[src/rtl/lcd_rgb_rx.sv]
// rtl/lcd_rgb_rx.sv - parallel RGB565 LCD receiver: pixel coordinates, frame geometry, lock and checksum
// Two-stage input sampling; all frame bookkeeping happens at the VSYNC assertion edge.
module lcd_rgb_rx #(
  parameter bit SYNC_ACTIVE_LOW = 1'b1,
  parameter int LOCK_FRAMES     = 2
) (
  input  logic        PIXEL_CLK,
  input  logic        RESET,
  input  logic        LCD_HSYNC,
  input  logic        LCD_VSYNC,
  input  logic        LCD_DEN,
  input  logic [4:0]  LCD_R,
  input  logic [5:0]  LCD_G,
  input  logic [4:0]  LCD_B,
  output logic        PIX_VALID,
  output logic [10:0] PIX_X,
  output logic [10:0] PIX_Y,
  output logic [15:0] PIX_RGB,
  output logic        FRAME_START,
  output logic        FRAME_DONE,
  output logic [10:0] ACT_W,
  output logic [10:0] ACT_H,
  output logic [23:0] CHECKSUM,
  output logic        LOCKED,
  output logic [7:0]  ERR_COUNT
);
  typedef enum logic [1:0] {ST_SEARCH, ST_MEASURE, ST_LOCKED} state_t;
  localparam logic [4:0] LOCK_M = 5'(LOCK_FRAMES - 1);

  logic        hs1_q, vs1_q, den1_q, hs2_q, vs2_q, den2_q;
  logic [15:0] rgb1_q;
  state_t      state_q, state_d;
  logic [10:0] run_q, run_d, y_q, y_d, wf_q, wf_d;
  logic        have_w_q, have_w_d, bad_q, bad_d;
  logic [23:0] acc_q, acc_d;
  logic [3:0]  m_q, m_d;
  logic [10:0] ref_w_q, ref_w_d, ref_h_q, ref_h_d;
  logic        ref_ok_q, ref_ok_d;
  logic        pix_valid_q, pix_valid_d;
  logic [10:0] pix_x_q, pix_x_d, pix_y_q, pix_y_d;
  logic [15:0] pix_rgb_q, pix_rgb_d;
  logic        fstart_q, fstart_d, fdone_q, fdone_d;
  logic [10:0] act_w_q, act_w_d, act_h_q, act_h_d;
  logic [23:0] cks_q, cks_d;
  logic [7:0]  err_q, err_d;

  logic        vs_edge, den_rise, den_fall, hs_edge;
  logic [10:0] px, y_line, wf_line, fw;
  logic        have_line, bad_line, fbad, match;
  logic [23:0] acc_add;
  logic [4:0]  m_inc;

  function automatic logic [10:0] inc_sat11(input logic [10:0] v);
    return (v == 11'h7FF) ? v : v + 11'd1;
  endfunction

  always_comb begin
    vs_edge     = vs1_q & ~vs2_q;
    den_rise    = den1_q & ~den2_q;
    den_fall    = ~den1_q & den2_q;
    hs_edge     = hs1_q & ~hs2_q;
    state_d     = state_q;
    run_d       = run_q;
    m_d         = m_q;
    ref_w_d     = ref_w_q;
    ref_h_d     = ref_h_q;
    ref_ok_d    = ref_ok_q;
    pix_x_d     = pix_x_q;
    pix_y_d     = pix_y_q;
    pix_rgb_d   = pix_rgb_q;
    pix_valid_d = den1_q;
    fstart_d    = 1'b0;
    fdone_d     = 1'b0;
    act_w_d     = act_w_q;
    act_h_d     = act_h_q;
    cks_d       = cks_q;
    err_d       = err_q;

    // A line closing on the boundary sample still belongs to the old frame.
    y_line    = y_q;
    wf_line   = wf_q;
    have_line = have_w_q;
    bad_line  = bad_q;
    if (den_fall) begin
      y_line = inc_sat11(y_q);
      if (!have_w_q) begin
        wf_line   = run_q;
        have_line = 1'b1;
      end else if (run_q != wf_q) begin
        bad_line = 1'b1;
      end
    end

    px      = (den_rise | vs_edge) ? 11'd0 : run_q;
    acc_add = den1_q ? {8'd0, rgb1_q} : 24'd0;
    if (den1_q) begin
      run_d     = inc_sat11(px);
      pix_x_d   = px;
      pix_y_d   = vs_edge ? 11'd0 : y_q;
      pix_rgb_d = rgb1_q;
    end else if (hs_edge) begin
      run_d = 11'd0;
    end

    y_d      = y_line;
    wf_d     = wf_line;
    have_w_d = have_line;
    bad_d    = bad_line;
    acc_d    = acc_q + acc_add;

    fw    = have_line ? wf_line : 11'd0;
    fbad  = bad_line | ~have_line;
    match = ~fbad & ref_ok_q & (fw == ref_w_q) & (y_line == ref_h_q);
    m_inc = {1'b0, m_q} + 5'd1;

    if (vs_edge) begin
      fstart_d = 1'b1;
      y_d      = 11'd0;
      wf_d     = 11'd0;
      have_w_d = 1'b0;
      bad_d    = 1'b0;
      acc_d    = acc_add;
      if (state_q == ST_SEARCH) begin
        state_d = ST_MEASURE;
        m_d     = 4'd0;
      end else begin
        fdone_d = 1'b1;
        act_w_d = fw;
        act_h_d = y_line;
        cks_d   = acc_q;
        if (match) begin
          if (state_q == ST_MEASURE) begin
            m_d = m_inc[3:0];
            if (m_inc >= LOCK_M) state_d = ST_LOCKED;
          end
        end else begin
          // In LOCKED the reference is always valid, so any miss counts as an error.
          ref_w_d  = fw;
          ref_h_d  = y_line;
          ref_ok_d = ~fbad;
          m_d      = 4'd0;
          state_d  = ST_MEASURE;
          if (ref_ok_q | fbad) err_d = (err_q == 8'hFF) ? err_q : err_q + 8'd1;
        end
      end
    end
  end

  always_ff @(posedge PIXEL_CLK) begin
    if (RESET) begin
      {hs1_q, vs1_q, den1_q, hs2_q, vs2_q, den2_q} <= '0;
      rgb1_q      <= '0;
      state_q     <= ST_SEARCH;
      run_q       <= '0;
      y_q         <= '0;
      wf_q        <= '0;
      have_w_q    <= 1'b0;
      bad_q       <= 1'b0;
      acc_q       <= '0;
      m_q         <= '0;
      ref_w_q     <= '0;
      ref_h_q     <= '0;
      ref_ok_q    <= 1'b0;
      pix_valid_q <= 1'b0;
      pix_x_q     <= '0;
      pix_y_q     <= '0;
      pix_rgb_q   <= '0;
      fstart_q    <= 1'b0;
      fdone_q     <= 1'b0;
      act_w_q     <= '0;
      act_h_q     <= '0;
      cks_q       <= '0;
      err_q       <= '0;
    end else begin
      // Syncs are normalised so that 1 always means asserted.
      hs1_q       <= LCD_HSYNC ^ SYNC_ACTIVE_LOW;
      vs1_q       <= LCD_VSYNC ^ SYNC_ACTIVE_LOW;
      den1_q      <= LCD_DEN;
      rgb1_q      <= {LCD_R, LCD_G, LCD_B};
      hs2_q       <= hs1_q;
      vs2_q       <= vs1_q;
      den2_q      <= den1_q;
      state_q     <= state_d;
      run_q       <= run_d;
      y_q         <= y_d;
      wf_q        <= wf_d;
      have_w_q    <= have_w_d;
      bad_q       <= bad_d;
      acc_q       <= acc_d;
      m_q         <= m_d;
      ref_w_q     <= ref_w_d;
      ref_h_q     <= ref_h_d;
      ref_ok_q    <= ref_ok_d;
      pix_valid_q <= pix_valid_d;
      pix_x_q     <= pix_x_d;
      pix_y_q     <= pix_y_d;
      pix_rgb_q   <= pix_rgb_d;
      fstart_q    <= fstart_d;
      fdone_q     <= fdone_d;
      act_w_q     <= act_w_d;
      act_h_q     <= act_h_d;
      cks_q       <= cks_d;
      err_q       <= err_d;
    end
  end

  assign PIX_VALID   = pix_valid_q;
  assign PIX_X       = pix_x_q;
  assign PIX_Y       = pix_y_q;
  assign PIX_RGB     = pix_rgb_q;
  assign FRAME_START = fstart_q;
  assign FRAME_DONE  = fdone_q;
  assign ACT_W       = act_w_q;
  assign ACT_H       = act_h_q;
  assign CHECKSUM    = cks_q;
  assign LOCKED      = (state_q == ST_LOCKED);
  assign ERR_COUNT   = err_q;
endmodule

[config.mk]
export PLATFORM = sky130hd
export DESIGN_NAME = lcd_rgb_rx
export DESIGN_NICKNAME = d
export VERILOG_FILES = /design/src/rtl/lcd_rgb_rx.sv
export SDC_FILE = /design/constraint.sdc
export NUM_CORES = 1
export LEC_CHECK = 0
export ABC_AREA = 1
export CORE_MARGIN = 1
export CORE_UTILIZATION = 30
export DETAILED_ROUTE_END_ITERATION = 10
export GPL_TIMING_DRIVEN = 0
export PLACE_DENSITY_LB_ADDON = 0.15
export SYNTH_ARGS = -nofsm -noshare
export SYNTH_HDL_FRONTEND = slang
export SYNTH_SLANG_ARGS = --single-unit
[constraint.sdc]
create_clock -name PIXEL_CLK -period 2.85 [get_ports PIXEL_CLK]
set_input_delay 0.57 -clock PIXEL_CLK [delete_from_list [all_inputs] [get_ports PIXEL_CLK]]
set_output_delay 0.57 -clock PIXEL_CLK [all_outputs]
set_load 0.01 [all_outputs]
# After elaboration in Yosys (flattened, before gate mapping)

Cells that the tools add are included.

Register bits after elaboration: 204
Word-level logic and storage cells: 99

$add $sub $neg: 5
Order comparisons: 1
Equality and inequality tests: 10
Muxes and demuxes: 25
Bitwise logic cells: 22
Reduce and logical (&&, ||, !) cells: 9

Operators by type and width:

| operator                                                                             | count |
|---|---|
| 11-bit 2-to-1 mux                                                                    | 10 |
| 24-bit by 16-bit adder with 24-bit output                                            | 1 |
| 24-bit 2-to-1 mux                                                                    | 1 |
| 11-bit by 1-bit adder with 11-bit output (second input constant)                     | 2 |
| 11-bit == test                                                                       | 2 |
| 11-bit == test (second input constant)                                               | 2 |
| 16-bit 2-to-1 mux                                                                    | 1 |
| 4-bit 2-to-1 mux                                                                     | 3 |
| 1-bit NOT                                                                            | 12 |
| 11-bit != test                                                                       | 1 |
| 8-bit by 1-bit adder with 8-bit output (second input constant)                       | 1 |
| 8-bit == test (second input constant)                                                | 1 |
| 2-bit 2-to-1 mux                                                                     | 4 |
| 1-bit AND                                                                            | 7 |
| 1-bit 2-to-1 mux                                                                     | 6 |
| 3-bit by 1-bit != test with 1-bit output (second input constant)                     | 2 |
| 3-bit AND reduction                                                                  | 2 |
| 4-bit by 1-bit adder with 5-bit output (second input constant)                       | 1 |
| 5-bit by 1-bit greater-or-equal comparator with 1-bit output (second input constant) | 1 |
| 5-bit AND reduction                                                                  | 1 |
| 2-bit AND reduction                                                                  | 2 |
| 2-bit OR reduction                                                                   | 2 |
| 1-bit bitwise OR                                                                     | 3 |
| 2-bit by 1-bit == test with 1-bit output (second input constant)                     | 1 |
| other kinds (3)                                                                      | 3 |

# Depth between registers and ports, before layout

Gate-level depths: netlist of run 1.

Word-level depth: 11
Gate-level depth with buffers: 20

# Worst setup path after synthesis of run 1

OpenSTA, ideal clock, no wires.

Path type: register to register
Start point: register den1_q
End point: register acc_q[18]
Data arrival time: 2.614 ns
Data required time: 2.718 ns
Setup slack: 0.104 ns
Stages on the path, launching flop included: 18
Cell sequence: dfxtp_1 > buf_6 > clkbuf_1 > nand2_1 > inv_1 > ha_1 > fa_1 > nand3_1 > nand2_1 > nand3_1 > nand2_1 > a21boi_0 > o21ai_0 > a21oi_1 > o21ai_1 > inv_1 > o21ai_0 > a21oi_1

Longest elaborated chain between the ends: 3

Ends and longest elaborated chain:

| item                                      | RTL line | text |
|---|---|---|
| start: declaration                        | 30       | `logic hs1_q, vs1_q, den1_q, hs2_q, vs2_q, den2_q;` |
| start signal: assignment                  | 151      | `{hs1_q, vs1_q, den1_q, hs2_q, vs2_q, den2_q} <= '0;` |
| start signal: assignment                  | 178      | `den1_q <= LCD_DEN;` |
| 16-bit 2-to-1 mux                         | 95       | `acc_add = den1_q ? {8'd0, rgb1_q} : 24'd0;` |
| 24-bit by 16-bit adder with 24-bit output | 109      | `acc_d = acc_q + acc_add;` |
| 24-bit 2-to-1 mux                         | 116      | `if (vs_edge) begin` |
| end signal: assignment                    | 159      | `acc_q <= '0;` |
| end signal: assignment                    | 189      | `acc_q <= acc_d;` |
| end: declaration                          | 35       | `logic [23:0] acc_q, acc_d;` |

No other way between the ends.
A chain may end at the register's enable or synchronous reset.

# Worst setup path in the final report of run 1

Start point: register den1_q
End point: register acc_q[20]

The elaborated chain is that of the path after synthesis.

==> flow_summary_export.csv, run 1 <==
group,metric,value,unit
status,status,"finished with violations",
status,violations,"DRC",
floorplanning,rows,64,
synth,synth_cells,1307,
clock_tree,clk_pin_slew_worst_paths,0.06,ns
timing,rsz0062_at_grt,"yes",
critical_path,crit_chain,"buf_8 > clkbuf_8 > nand2_2 > inv_1 > ha_4 > fa_2 > nand3_1 > nand2_2 > nand3_1 > nand2_2 > a21boi_2 > o21ai_2 > a21oi_4 > o21ai_4 > buf_4 > a21oi_1 > nor2_1",
clock_tree,htreeDepth,1,
timing,clock_skew,0.0121,ns
timing,max_slew_margin,48.4,%
timing,setup_viol,0,
critical_path,timing.critical_path.from,"den1_q",
place,place_ws,-0.750,ns
synth,ys_warn_count,0,
timing,drv_slew,0,
global_route,grt_first_pass_wirelength,45800,um
place,place_congestion,0.860,
critical_path,cp.required,3.26,ns
pwr,ir_drop,325,uV
place,dp_hpwl,21300,um
clock_tree,clk-insertion-delay-late,0.52,ns
critical_path,slowest_stage,"fa_2",
global_route,grt_max_degree,13,
finish,layout.cells.most_common,"nand2_1",
clock_tree,cts_buffers,24,
floorplanning,start_util,30.5,%
detailed_routing,viasPerCell,4.67,
finish,fin_nets,1500,
floorplanning,dieArea,0.0318,mm2
synth,syn_nets,1350,
pwr,p_leak,5.08,nW
finish,finalInstanceArea,0.0121,mm2
synth,yosysSeqAreaShare,43.8,%
detailed_routing,dr_total_vias,8720,
clock_tree,cts_tree,"built",
global_route,grt_pass1_vias,8527,
detailed_routing,ant_nets,0,
critical_path,end_kind,"register",
floorplanning,die_w,178,um
synth,ys_ff_latch,204,
clock_tree,cts_root_buffer,"clkbuf_16",
timing,hold_viol,0,
place,port_buffers,115,
clock_tree,clock_sinks,204,
critical_path,cpMostUsedCell,"nand2_2",
critical_path,crit_type,"register to register",
timing,fmax,377,MHz
timing,final.setup.worst_slack,0.196,ns
synth,synthDistinctLibCells,46,
detailed_routing,routed_wl,28800,um
global_route,antenna_found_initial,0,
detailed_routing,drc_errors,1,
detailed_routing,wl_per_cell,15.4,um
clock_tree,cts_buffer_depth,3,
floorplanning,core_area,0.0306,mm2
critical_path,critPathMaxStageDelay,0.35,ns
floorplanning,fp.dieH,178,um
global_route,overflow,0,
critical_path,arrival,3.07,ns
timing,setup_tns,0,ns
timing,post-route-period-util,93.1,%
critical_path,path_max_fanout,10,
critical_path,r2r_start,"den1_q",
pwr,p_total,6.70,mW
job,maxCapViolCount,0,
finish,n_antenna_cell,0,
finish,drive_above_1_share,7.88,%
synth,syn_area,0.00932,mm2
hold_path,hp-start,"vs1_q",
finish,layout_common_cells,"254 x nand2_1, 201 x dfxtp_1, 175 x nor2_1, 163 x inv_1, 115 x clkdlybuf4s50_1",
detailed_routing,drt_iter0_drc,597,
critical_path,crit_path_start_kind,"register",
synth,ys.flop_type,"dfxtp_1",
synth,async_flop_share,0,%
synth,syn_area_per_cell,7.13,um2
timing,min_period,2.65,ns
clock_tree,postCtsHoldBufs,0,
pwr,powerDensity,556,mW/mm2
global_route,grt_usage,18.4,%
hold_path,hp-class,"register to register",
place,dpl_cell_area,0.0110,mm2
finish,area_delta_synth_final,29.4,%
detailed_routing,first_pass_iters,8,
floorplanning,ios,117,
timing,tightestPinTransition,0.774,ns
finish,final_core_util,39.4,%
synth,synth_edf_count,0,
[per-stage QoR]
step                instances  hold slack [ns]
floorplan                1307            0.402
global placement         1818            0.419
detailed placement       1818            0.425
CTS                      1859            0.434
global route             1868            0.456
finish                   1868            0.430
[where the power goes]
group,total [mW],switching [mW],internal [mW]
sequential,2.99,0.0530,2.94
combinational,0.577,0.356,0.221
clock,3.13,1.21,1.91
[logic make-up (layout without fill, tap and decap cells)]
family,count (synthesis),in the layout,synth area share (%)
AO/OA/AOI/OAI,268,268,15.9
AND/OR/NAND/NOR,566,566,25.5
flip-flops,204,204,43.8
buffers and inverters,221,386,9.29
adder cells (fa/ha/maj),22,22,3.03
XOR/XNOR,26,26,2.44
[metal layers]
| layer | track usage, % | vias to the layer above | share of wire, % |
|---|---|---|---|
| met5 | 0 | - | 0 |
| met4 | 4.56 | 0 | 1.9 |
| met2 | 31.4 | 150 | 47 |
| met1 | 24.2 | 4008 | 47 |
| li1 | - | 4523 | - |
| met3 | 2.98 | 39 | 4.4 |
[registers in the layout, indices dropped and copies added, names as in the netlist, 16 cells and up]
signal,flops
CHECKSUM,24
PIX_RGB,16
rgb1_q,16
acc_q,24
[what timing repair did]
item | CTS | global route
setup buffers | 0 | 9
resized for setup | 13 | 39
pin swaps | 1 | 8
endpoints found under the setup margin | 15 | 71
[synth_stat cells, types with 13 or more instances]
master	n	area, um2
inv_1	163	612
nand3_1	78	390
xor2_1	13	114
dfxtp_1	204	4080
nor2_1	179	672
clkbuf_1	38	143
nand4_1	14	87.6
xnor2_1	13	114
ha_1	21	263
o21ai_0	109	546
nand2_1	258	968
a21oi_1	104	521
[critical path: cells and delay by family (launching register included)]
family          cells  cell delay, ns
compound gates      5            0.72
fa+ha+maj           2            0.53
buf+inv             4            0.52
simple gates        6            0.46
flops               1            0.31
[area by class of cell]
| cell class | count | area (um2) |
|---|---|---|
| plain buffers | 52 | 246 |
| clock buffers | 38 | 764 |
| clock inverters | 3 | 43.8 |
| fillers | 3257 | 18500 |
| inverters | 169 | 637 |
| multi-input cells | 882 | 4550 |
| flip-flops and latches | 204 | 4090 |
| well taps | 396 | 495 |
| repair buffers | 124 | 1230 |
[worst paths after layout]
check / endpoint / slack, ns / cells past startpoint
max: acc_q[20] / 0.20 / 17
min: vs2_q / 0.43 / 2
min reg2reg: vs2_q / 0.43 / 2
max reg2reg: acc_q[20] / 0.20 / 17
Note: power is estimated with default switching activity, not from simulation.
==> run 2, diff against run 1 <==
--- a/config.mk
+++ b/config.mk
@@ -7,7 +7,7 @@
 export LEC_CHECK = 0
 export ABC_AREA = 1
 export CORE_MARGIN = 1
-export CORE_UTILIZATION = 30
+export CORE_UTILIZATION = 50
 export DETAILED_ROUTE_END_ITERATION = 10
 export GPL_TIMING_DRIVEN = 0
 export PLACE_DENSITY_LB_ADDON = 0.15
==> run 2 against run 1 <==
Against the previous run: the flow still finishes with violations (DRC); maximum frequency shrank 0.96%; sequential share of layout area up 1.4 points; register-to-register slack got worse by 0.03 ns; die area fell by 40%; cell count down 9.6%.
==> flow_summary_export.csv, run 2 (synthesis gave the netlist of run 1 again) <==
group,metric,value,unit
detailed_routing,ant_nets,0,
timing,clock_skew,0.0127,ns
floorplanning,fp.dieH,139,um
clock_tree,clk-insertion-delay-late,0.51,ns
global_route,grt_busiest_layer,"met2",
global_route,grt_pass1_vias,8262,
floorplanning,dieArea,0.0192,mm2
critical_path,path_max_fanout,10,
detailed_routing,dr_total_vias,8963,
finish,layout.cells.most_common,"nand2_1",
critical_path,cp.required,3.28,ns
clock_tree,clock_sinks,204,
detailed_routing,viasPerCell,5.31,
detailed_routing,drc_errors,6,
timing,setup_viol,0,
critical_path,arrival,3.11,ns
finish,finalInstanceArea,0.0116,mm2
hold_path,hp-class,"register to register",
critical_path,end_kind,"register",
floorplanning,die_w,139,um
clock_tree,clk_pin_slew_worst_paths,0.06,ns
place,port_buffers,115,
timing,drv_slew,0,
place,dp_cells,1651,
pwr,power.share.clock,42.6,%
global_route,grt_max_degree,13,
critical_path,crit_type,"register to register",
floorplanning,rows,49,
pwr,power_switching,1.52,mW
global_route,use_met2,45.8,%
clock_tree,cts_root_buffer,"clkbuf_16",
floorplanning,start_util,51.5,%
detailed_routing,first_pass_iters,8,
global_route,grt_first_pass_wirelength,40600,um
detailed_routing,drt_iter0_drc,568,
clock_tree,cts_tree,"built",
global_route,overflow,0,
pwr,ir_drop,363,uV
clock_tree,postCtsHoldBufs,0,
global_route,antenna_found_initial,0,
critical_path,crit_path_start_kind,"register",
detailed_routing,routed_wl,25500,um
detailed_routing,wl_per_cell,15.1,um
place,dpl_cell_area,0.0108,mm2
global_route,use_met3,3.98,%
timing,max_slew_margin,48.3,%
finish,drive_above_1_share,6.24,%
floorplanning,core_area,0.0181,mm2
finish,area_delta_synth_final,24.0,%
finish,n_antenna_cell,0,
floorplanning,ios,117,
pwr,power_frac_seq,48.4,%
finish,layout.cells.non_filler,1688,
pwr,powerDensity,535,mW/mm2
global_route,grt_usage,26.0,%
job,maxCapViolCount,0,
clock_tree,cts_buffers,23,
place,dp_hpwl,18900,um
status,violations,"DRC",
pwr,comb_power_share,9.0,%
timing,hold_viol,0,
clock_tree,cts_buffer_depth,3,
finish,fin_nets,1492,
clock_tree,htreeDepth,1,
place,place_congestion,0.906,
global_route,met1_usage,32.0,%
status,status,"finished with violations",
pwr,internal-power,4.67,mW
timing,fmax,373,MHz
timing,rsz0062_at_grt,"no",
timing,post-route-period-util,94.0,%
pwr,p_leak,4.94,nW
timing,min_period,2.68,ns
timing,tightestPinTransition,0.775,ns
finish,layout_common_cells,"256 x nand2_1, 203 x dfxtp_1, 178 x nor2_1, 163 x inv_1, 115 x clkdlybuf4s50_1",
pwr,switching_share,24.5,%
==> run 2: cell types whose count changed in the layout (fill, tap and decap cells not counted), moves of 3 or more <==
cell	delta
buf_4	-6
clkinv_2	+3
nor2_1	+3
clkbuf_8	-7
==> run 2: final cells by class <==
class / instances / area (um2)
fillers: 1592 / 6540
multi-input cells: 882 / 4480
flip-flops and latches: 204 / 4090
repair buffers: 117 / 1170
inverters: 169 / 637
clock buffers: 30 / 622
well taps: 229 / 287
plain buffers: 52 / 246
clock inverters: 5 / 27.5
==> run 2: critical path: stages, from the launching register on <==
cell	delay, ns
dfxtp_1	0.46
inv_2	0.10
buf_4	0.19
o22ai_1	0.36
xnor2_1	0.22
nor3b_1	0.22
nand3_1	0.15
nor2_2	0.20
nand2_2	0.12
nand2_4	0.11
inv_2	0.07
buf_6	0.15
nand2_1	0.06
nand2_1	0.05
a21oi_1	0.13
==> run 2: through the flow <==
step	worst slack, ns	utilization (%)	hold slack (ns)	total power, mW	TNS (ns)
global route	0.00281	63.9	0.447	6.39	0
detailed placement	-0.668	59.5	0.415	3.59	-3.28
global placement	-0.565	59.5	0.412	3.58	-2.73
CTS	0.00103	63.2	0.419	6.20	0
floorplan	0.104	-	0.402	3.38	0
finish	0.171	63.9	0.417	6.19	0
==> run 2: path summary, 6_finish.rpt <==
| path | cells after the start | endpoint | slack (ns) | start |
|---|---|---|---|---|
| worst min-delay path | 2 | vs2_q | 0.42 | vs1_q |
| worst max-delay path | 14 | ref_h_q[5] | 0.17 | have_w_q |
| worst min register to register | 2 | vs2_q | 0.42 | vs1_q |
| worst max register to register | 14 | ref_h_q[5] | 0.17 | have_w_q |
==> run 2: per-layer routing <==
layer	share of wire, %	wire length (um)
met1	44	11200
met2	48	12200
met3	4.9	1260
met4	3.3	838
met5	0	0
==> run 2: power by group through the flow <==
| stage | clock network (mW) | logic (mW) | registers, mW |
|---|---|---|---|
| finish | 2.64 | 0.558 | 2.99 |
| global placement | 0 | 0.531 | 3.05 |
| detailed placement | 0 | 0.541 | 3.05 |
| CTS | 2.66 | 0.546 | 2.99 |
| global route | 2.78 | 0.618 | 3.00 |
| floorplan | 0 | 0.322 | 3.05 |
==> run 2: what timing repair did <==
action / CTS / global route
resized for setup: 11 / 27
pin swaps: 2 / 7
setup buffers: 0 / 2
setup endpoints to repair: 11 / 58
